### config.mk
export PLATFORM = sky130hd
export DESIGN_NAME = mem_access_stage_flat
export DESIGN_NICKNAME = d
export VERILOG_FILES = /design/src/rtl/mem_stage_if.sv /design/src/rtl/mem_access_stage.sv /design/src/flat_wrapper.sv
export SDC_FILE = /design/constraint.sdc
export NUM_CORES = 2
export LEC_CHECK = 0
export BUFFER_PORTS_ARGS = -buffer_cell sky130_fd_sc_hd__buf_2
export CORE_MARGIN = 3
export CORE_UTILIZATION = 25
export CTS_CLUSTER_SIZE = 30
export DETAILED_ROUTE_END_ITERATION = 6
export GPL_TIMING_DRIVEN = 0
export SLEW_MARGIN = 15
export SYNTH_ARGS = -nofsm -noshare
export SYNTH_HDL_FRONTEND = slang
export SYNTH_SLANG_ARGS = --single-unit
### constraint.sdc
create_clock -name clk_i -period 5.9 [get_ports clk_i]
set_clock_uncertainty 0.15 [all_clocks]
set_input_delay 1.18 -clock clk_i [delete_from_list [all_inputs] [get_ports clk_i]]
set_output_delay 1.18 -clock clk_i [all_outputs]
set_load 0.02 [all_outputs]
### src/rtl/mem_stage_if.sv
// Bundle of signals exchanged between the EX side and the MEM stage.
// The slave modport is the stage's view; master is the driver's view.
interface mem_stage_if #(
   parameter int DATA_W = 16
);
   logic [DATA_W-1:0] ans_ex;
   logic [DATA_W-1:0] store_data;
   logic              mem_read;
   logic              mem_write;
   logic [2:0]        rd_ex;
   logic              reg_write_ex;
   logic              stall;
   logic [DATA_W-1:0] ans_dm;
   logic [2:0]        rd_dm;
   logic              reg_write_dm;
   logic              mem_err;

   modport slave (
      input  ans_ex, store_data, mem_read, mem_write, rd_ex, reg_write_ex, stall,
      output ans_dm, rd_dm, reg_write_dm, mem_err
   );

   modport master (
      output ans_ex, store_data, mem_read, mem_write, rd_ex, reg_write_ex, stall,
      input  ans_dm, rd_dm, reg_write_dm, mem_err
   );
endinterface

### src/rtl/mem_access_stage.sv
// MEM stage of the 16-bit pipeline: one-cycle data-memory load/store or
// ALU pass-through, registering the result and writeback tags for Back_Block.
module mem_access_stage #(
   parameter int DATA_W = 16,
   parameter int ADDR_W = 8
) (
   input  logic       clk_i,
   input  logic       reset_i,
   mem_stage_if.slave bus
);

   localparam int DEPTH = 2 ** ADDR_W;

   logic [DATA_W-1:0] mem_q [DEPTH];
   logic [DATA_W-1:0] rdata_q;

   logic [DATA_W-1:0] passVal_q, passVal_d;
   logic              selRead_q, selRead_d;
   logic [2:0]        rd_q, rd_d;
   logic              regWrite_q, regWrite_d;
   logic              memErr_q, memErr_d;

   logic [ADDR_W-1:0] addr;
   logic              active;
   logic              writeEn;

   assign addr    = bus.ans_ex[ADDR_W-1:0];
   assign active  = reset_i && !bus.stall;
   assign writeEn = active && bus.mem_write;

   // Plain synchronous write/read ports with no reset so the array maps onto block RAM.
   always_ff @(posedge clk_i) begin
      if (writeEn) begin
         mem_q[addr] <= bus.store_data;
      end
   end

   always_ff @(posedge clk_i) begin
      if (active) begin
         rdata_q <= mem_q[addr];
      end
   end

   always_comb begin
      passVal_d  = passVal_q;
      selRead_d  = selRead_q;
      rd_d       = rd_q;
      regWrite_d = regWrite_q;
      memErr_d   = memErr_q;
      if (!bus.stall) begin
         passVal_d  = bus.ans_ex;
         selRead_d  = bus.mem_read && !bus.mem_write;
         rd_d       = bus.rd_ex;
         regWrite_d = bus.reg_write_ex;
         if (bus.mem_read && bus.mem_write) begin
            memErr_d = 1'b1;
         end
      end
   end

   always_ff @(posedge clk_i) begin
      if (!reset_i) begin
         passVal_q  <= '0;
         selRead_q  <= 1'b0;
         rd_q       <= '0;
         regWrite_q <= 1'b0;
         memErr_q   <= 1'b0;
      end else begin
         passVal_q  <= passVal_d;
         selRead_q  <= selRead_d;
         rd_q       <= rd_d;
         regWrite_q <= regWrite_d;
         memErr_q   <= memErr_d;
      end
   end

   // A load's result comes straight from the RAM output register; everything else is the latched EX value.
   assign bus.ans_dm       = selRead_q ? rdata_q : passVal_q;
   assign bus.rd_dm        = rd_q;
   assign bus.reg_write_dm = regWrite_q;
   assign bus.mem_err      = memErr_q;

endmodule

### src/flat_wrapper.sv
// flat-port wrapper written by rule: the top's interface ports become plain ports
module mem_access_stage_flat 
#(
   parameter int DATA_W = 16,
   parameter int ADDR_W = 8
)
  (clk_i, reset_i, bus_ans_ex, bus_store_data, bus_mem_read, bus_mem_write, bus_rd_ex, bus_reg_write_ex, bus_stall, bus_ans_dm, bus_rd_dm, bus_reg_write_dm, bus_mem_err);
  mem_stage_if #(.DATA_W(DATA_W)) bus_i ();
  input  logic clk_i;
  input  logic reset_i;
  input wire logic [$bits(bus_i.ans_ex)-1:0] bus_ans_ex;
  input wire logic [$bits(bus_i.store_data)-1:0] bus_store_data;
  input wire logic [$bits(bus_i.mem_read)-1:0] bus_mem_read;
  input wire logic [$bits(bus_i.mem_write)-1:0] bus_mem_write;
  input wire logic [$bits(bus_i.rd_ex)-1:0] bus_rd_ex;
  input wire logic [$bits(bus_i.reg_write_ex)-1:0] bus_reg_write_ex;
  input wire logic [$bits(bus_i.stall)-1:0] bus_stall;
  output wire logic [$bits(bus_i.ans_dm)-1:0] bus_ans_dm;
  output wire logic [$bits(bus_i.rd_dm)-1:0] bus_rd_dm;
  output wire logic [$bits(bus_i.reg_write_dm)-1:0] bus_reg_write_dm;
  output wire logic [$bits(bus_i.mem_err)-1:0] bus_mem_err;
  assign bus_i.ans_ex = bus_ans_ex;
  assign bus_i.store_data = bus_store_data;
  assign bus_i.mem_read = bus_mem_read;
  assign bus_i.mem_write = bus_mem_write;
  assign bus_i.rd_ex = bus_rd_ex;
  assign bus_i.reg_write_ex = bus_reg_write_ex;
  assign bus_i.stall = bus_stall;
  assign bus_ans_dm = bus_i.ans_dm;
  assign bus_rd_dm = bus_i.rd_dm;
  assign bus_reg_write_dm = bus_i.reg_write_dm;
  assign bus_mem_err = bus_i.mem_err;
  mem_access_stage #(.DATA_W(DATA_W), .ADDR_W(ADDR_W)) u_core (.clk_i(clk_i), .reset_i(reset_i), .bus(bus_i));
endmodule
==> qor.csv <==
metric;value;unit
met1 WL;175;mm
register area share after synthesis;79.2;%
DR iter-0 viols;11167;
clock sinks;4134;
Final min period;6190;ps
failing checks;max-capacitance violations, max-slew violations, negative setup slack;
hold_sp;bus_reg_write_ex;
overall power;59.9;mW
area growth from synthesis to layout;18.0;%
Achievable Freq;0.162;GHz
clk_lat worst skew;1030;ps
CP Capture Type;register;
GRT Util Overall;14.1;%
Hold Crit Class;in -> reg;
peak supply drop;257;uV
critical-path maximum fanout;16;
RSZ-0062 raised after global routing;true;
Final Cycle Share;105;%
number of global-route vias before repair;77793;
Fin Setup TNS;-19630;ps
total core area;622000;um2
# nets final;7543;
H-tree depth;5;
drt total wl;464;mm
row count;289;
final setup vio count;113;
die width;797;um
routed wl met3;59.6;mm
RD Place Congestion;1.06;
die area;635000;um2
Final ANT Viol Nets;0;
Worst Path Required;6380;ps
Hold EP;u_core.bus.reg_write_dm;
Die Y-Extent;797;um
Post CTS Setup Buffer Count;0;
CTS tree;built;
post-layout util;29.7;%
Synth area leaders;edfxtp_1 79%, mux4_2 15%, a22oi_1 2.5%;
Yosys cell types;25;
Slew Limit Fails;2;
fin worst setup slack;-287;ps
Slew @ Worst Pin;1620;ps
Pre-antenna DRT Iters;6;
synthesis-stage register bit count;4134;
static leakage;54.8;nW
HPWL Detailed;316;mm
critical path startpoint category;input port;
Via Count;78217;
DR WL met2;207;mm
status;finished with violations;
CTS Root Cell;clkbuf_16;
flop-to-flop setup slack;1870;ps
cells on worst reg2reg path;5;
end of the worst register-to-register path;u_core.rdata_q[4];
Max Cap Viol;1;
Port-buffer cells;58;
drt wl/cell;28.8;um
Slew HR;-9.32;%
placed cell area;172000;um2
Max Root-Sink Buffers;4;
largest net degree at the start of global routing;126;
num ports;62;
commonest non-fill, non-tap cell in the layout;edfxtp_1;
Starting Density;25.2;%
Pwr Density;325;nW/um2
GRT overflow;0;
cell area after synthesis;156000;um2
share of cells above drive strength 1;30.2;%
cells after synthesis;6798;
uppermost layer routed;met5;
Synthesized Nets;6839;
CTS Buf Count;383;
Hold Path Stages;3;
Post-Layout Inst Area;185000;um2
Fill cells;59320;
area leader, netlist;edfxtp_1;
commonest cells after routing, fill and taps aside;4112 x edfxtp_1, 1024 x mux4_2, 513 x a22oi_1;
Via-to-Cell Ratio;4.85;
reg2reg start;u_core.mem_q[31][4];
Synth top area share;78.9;%
yosys warns;0;
global-route wire length before repair;634;mm
kind of critical path;in -> reg;
Residual DRC;0;
Avg Cell Area, Syn;23.0;um2
crit path DAT;6670;ps
initial antenna violation count;36;
final hold vios;0;
WHS;283;ps
Worst-path clk slew;60;ps
==> cell usage after synthesis <==
library cell	number
nand4_1	16
and2_1	2
buf_6	30
nand2_1	32
mux2i_1	19
edfxtp_1	4112
nand3_1	5
buf_1	49
mux2_2	16
nor3_1	2
nand2b_1	3
a22oi_1	513
nor2_1	262
o41ai_1	64
or2_2	1
clkbuf_1	254
a21oi_1	256
nor4_1	1
nor2b_1	27
buf_2	78
dfxtp_1	22
o21a_1	1
buf_4	8
mux4_2	1024
a21boi_0	1
==> state kept, by name, summed over array words and instances, names as in the netlist <==
signal	flops
u_core.selRead_q	1
u_core.bus.rd_dm	3
u_core.mem_q	4096
u_core.bus.reg_write_dm	1
u_core.passVal_q	16
u_core.rdata_q	16
u_core.bus.mem_err	1
==> worst max-delay path, cell delays in order <==
cell and delay, ps:
buf_2 410, buf_2 680, buf_2 500, nand3_1 320
nor2_1 650, nand2_1 1010, clkbuf_4 860, nor2_2 910
==> metrics by stage <==
step | std cells | setup WS (ps)
floorplan | 6798 | 2050
finish | 16135 | -287
CTS | 16113 | 78.9
global placement | 15149 | -4020
detailed placement | 15408 | -1420
global route | 16116 | -21.9
==> worst max path at each step <==
| stage | start | to | slack [ps] | depth (start not counted) |
|---|---|---|---|---|
| 2_1_floorplan | bus_ans_ex[0] | u_core.mem_q[169][0] | 2050 | 8 |
| 3_3_place_gp | bus_ans_ex[2] | u_core.mem_q[96][3] | -4020 | 7 |
| 3_5_place_dp | bus_ans_ex[1] | u_core.mem_q[146][3] | -1420 | 8 |
| 4_1_cts | bus_ans_ex[2] | u_core.mem_q[132][11] | 80 | 8 |
| 5_1_grt | bus_ans_ex[1] | u_core.mem_q[163][12] | -20 | 8 |
| 6_report | bus_ans_ex[1] | u_core.mem_q[195][7] | -290 | 8 |
==> kinds of logic (layout without fill, tap and decap cells) <==
kind of cell / after synthesis / after routing / synth area share, %
flops: 4134 / 4134 / 79.2
mux: 1059 / 1059 / 15.0
compound gates: 835 / 835 / 3.65
buf+inv: 419 / 1443 / 1.23
simple gates: 351 / 351 / 0.928
other cells: 0 / 20 / 0
==> cell type report <==
type | instances | area, um2 | share of cell area [%]
well taps | 8293 | 10400 | 5.62
repair buffers | 319 | 4560 | 2.47
plain buffers | 419 | 2020 | 1.10
flip-flops and latches | 4134 | 124000 | 67.1
diodes | 20 | 50.0 | 0.0271
clock inverters | 240 | 2300 | 1.24
clock buffers | 465 | 9930 | 5.38
multi-input cells | 2245 | 31500 | 17.1
==> report_power, final <==
group / leakage, nW / switching (mW) / internal (mW)
Combinational: 11.7 / 2.11 / 0.970
Sequential: 37.1 / 0.0325 / 32.3
Clock: 5.95 / 11.0 / 13.5
Total: 54.8 / 13.1 / 46.8
==> metal layers <==
layer,up-vias,global-route usage (%)
met5,-,0.232
li1,30763,-
met1,41915,18.1
met2,4620,21.4
met3,905,5.36
met4,14,5.91
==> what timing repair did <==
item / in CTS / in global routing
hold buffers: 0 / 0
endpoints found under the setup margin: 131 / 69
endpoints found under the hold margin: 0 / 0
gates cloned: 0 / 0
gates resized for setup: 2 / 2
Power figures use the tool's default switching activity.
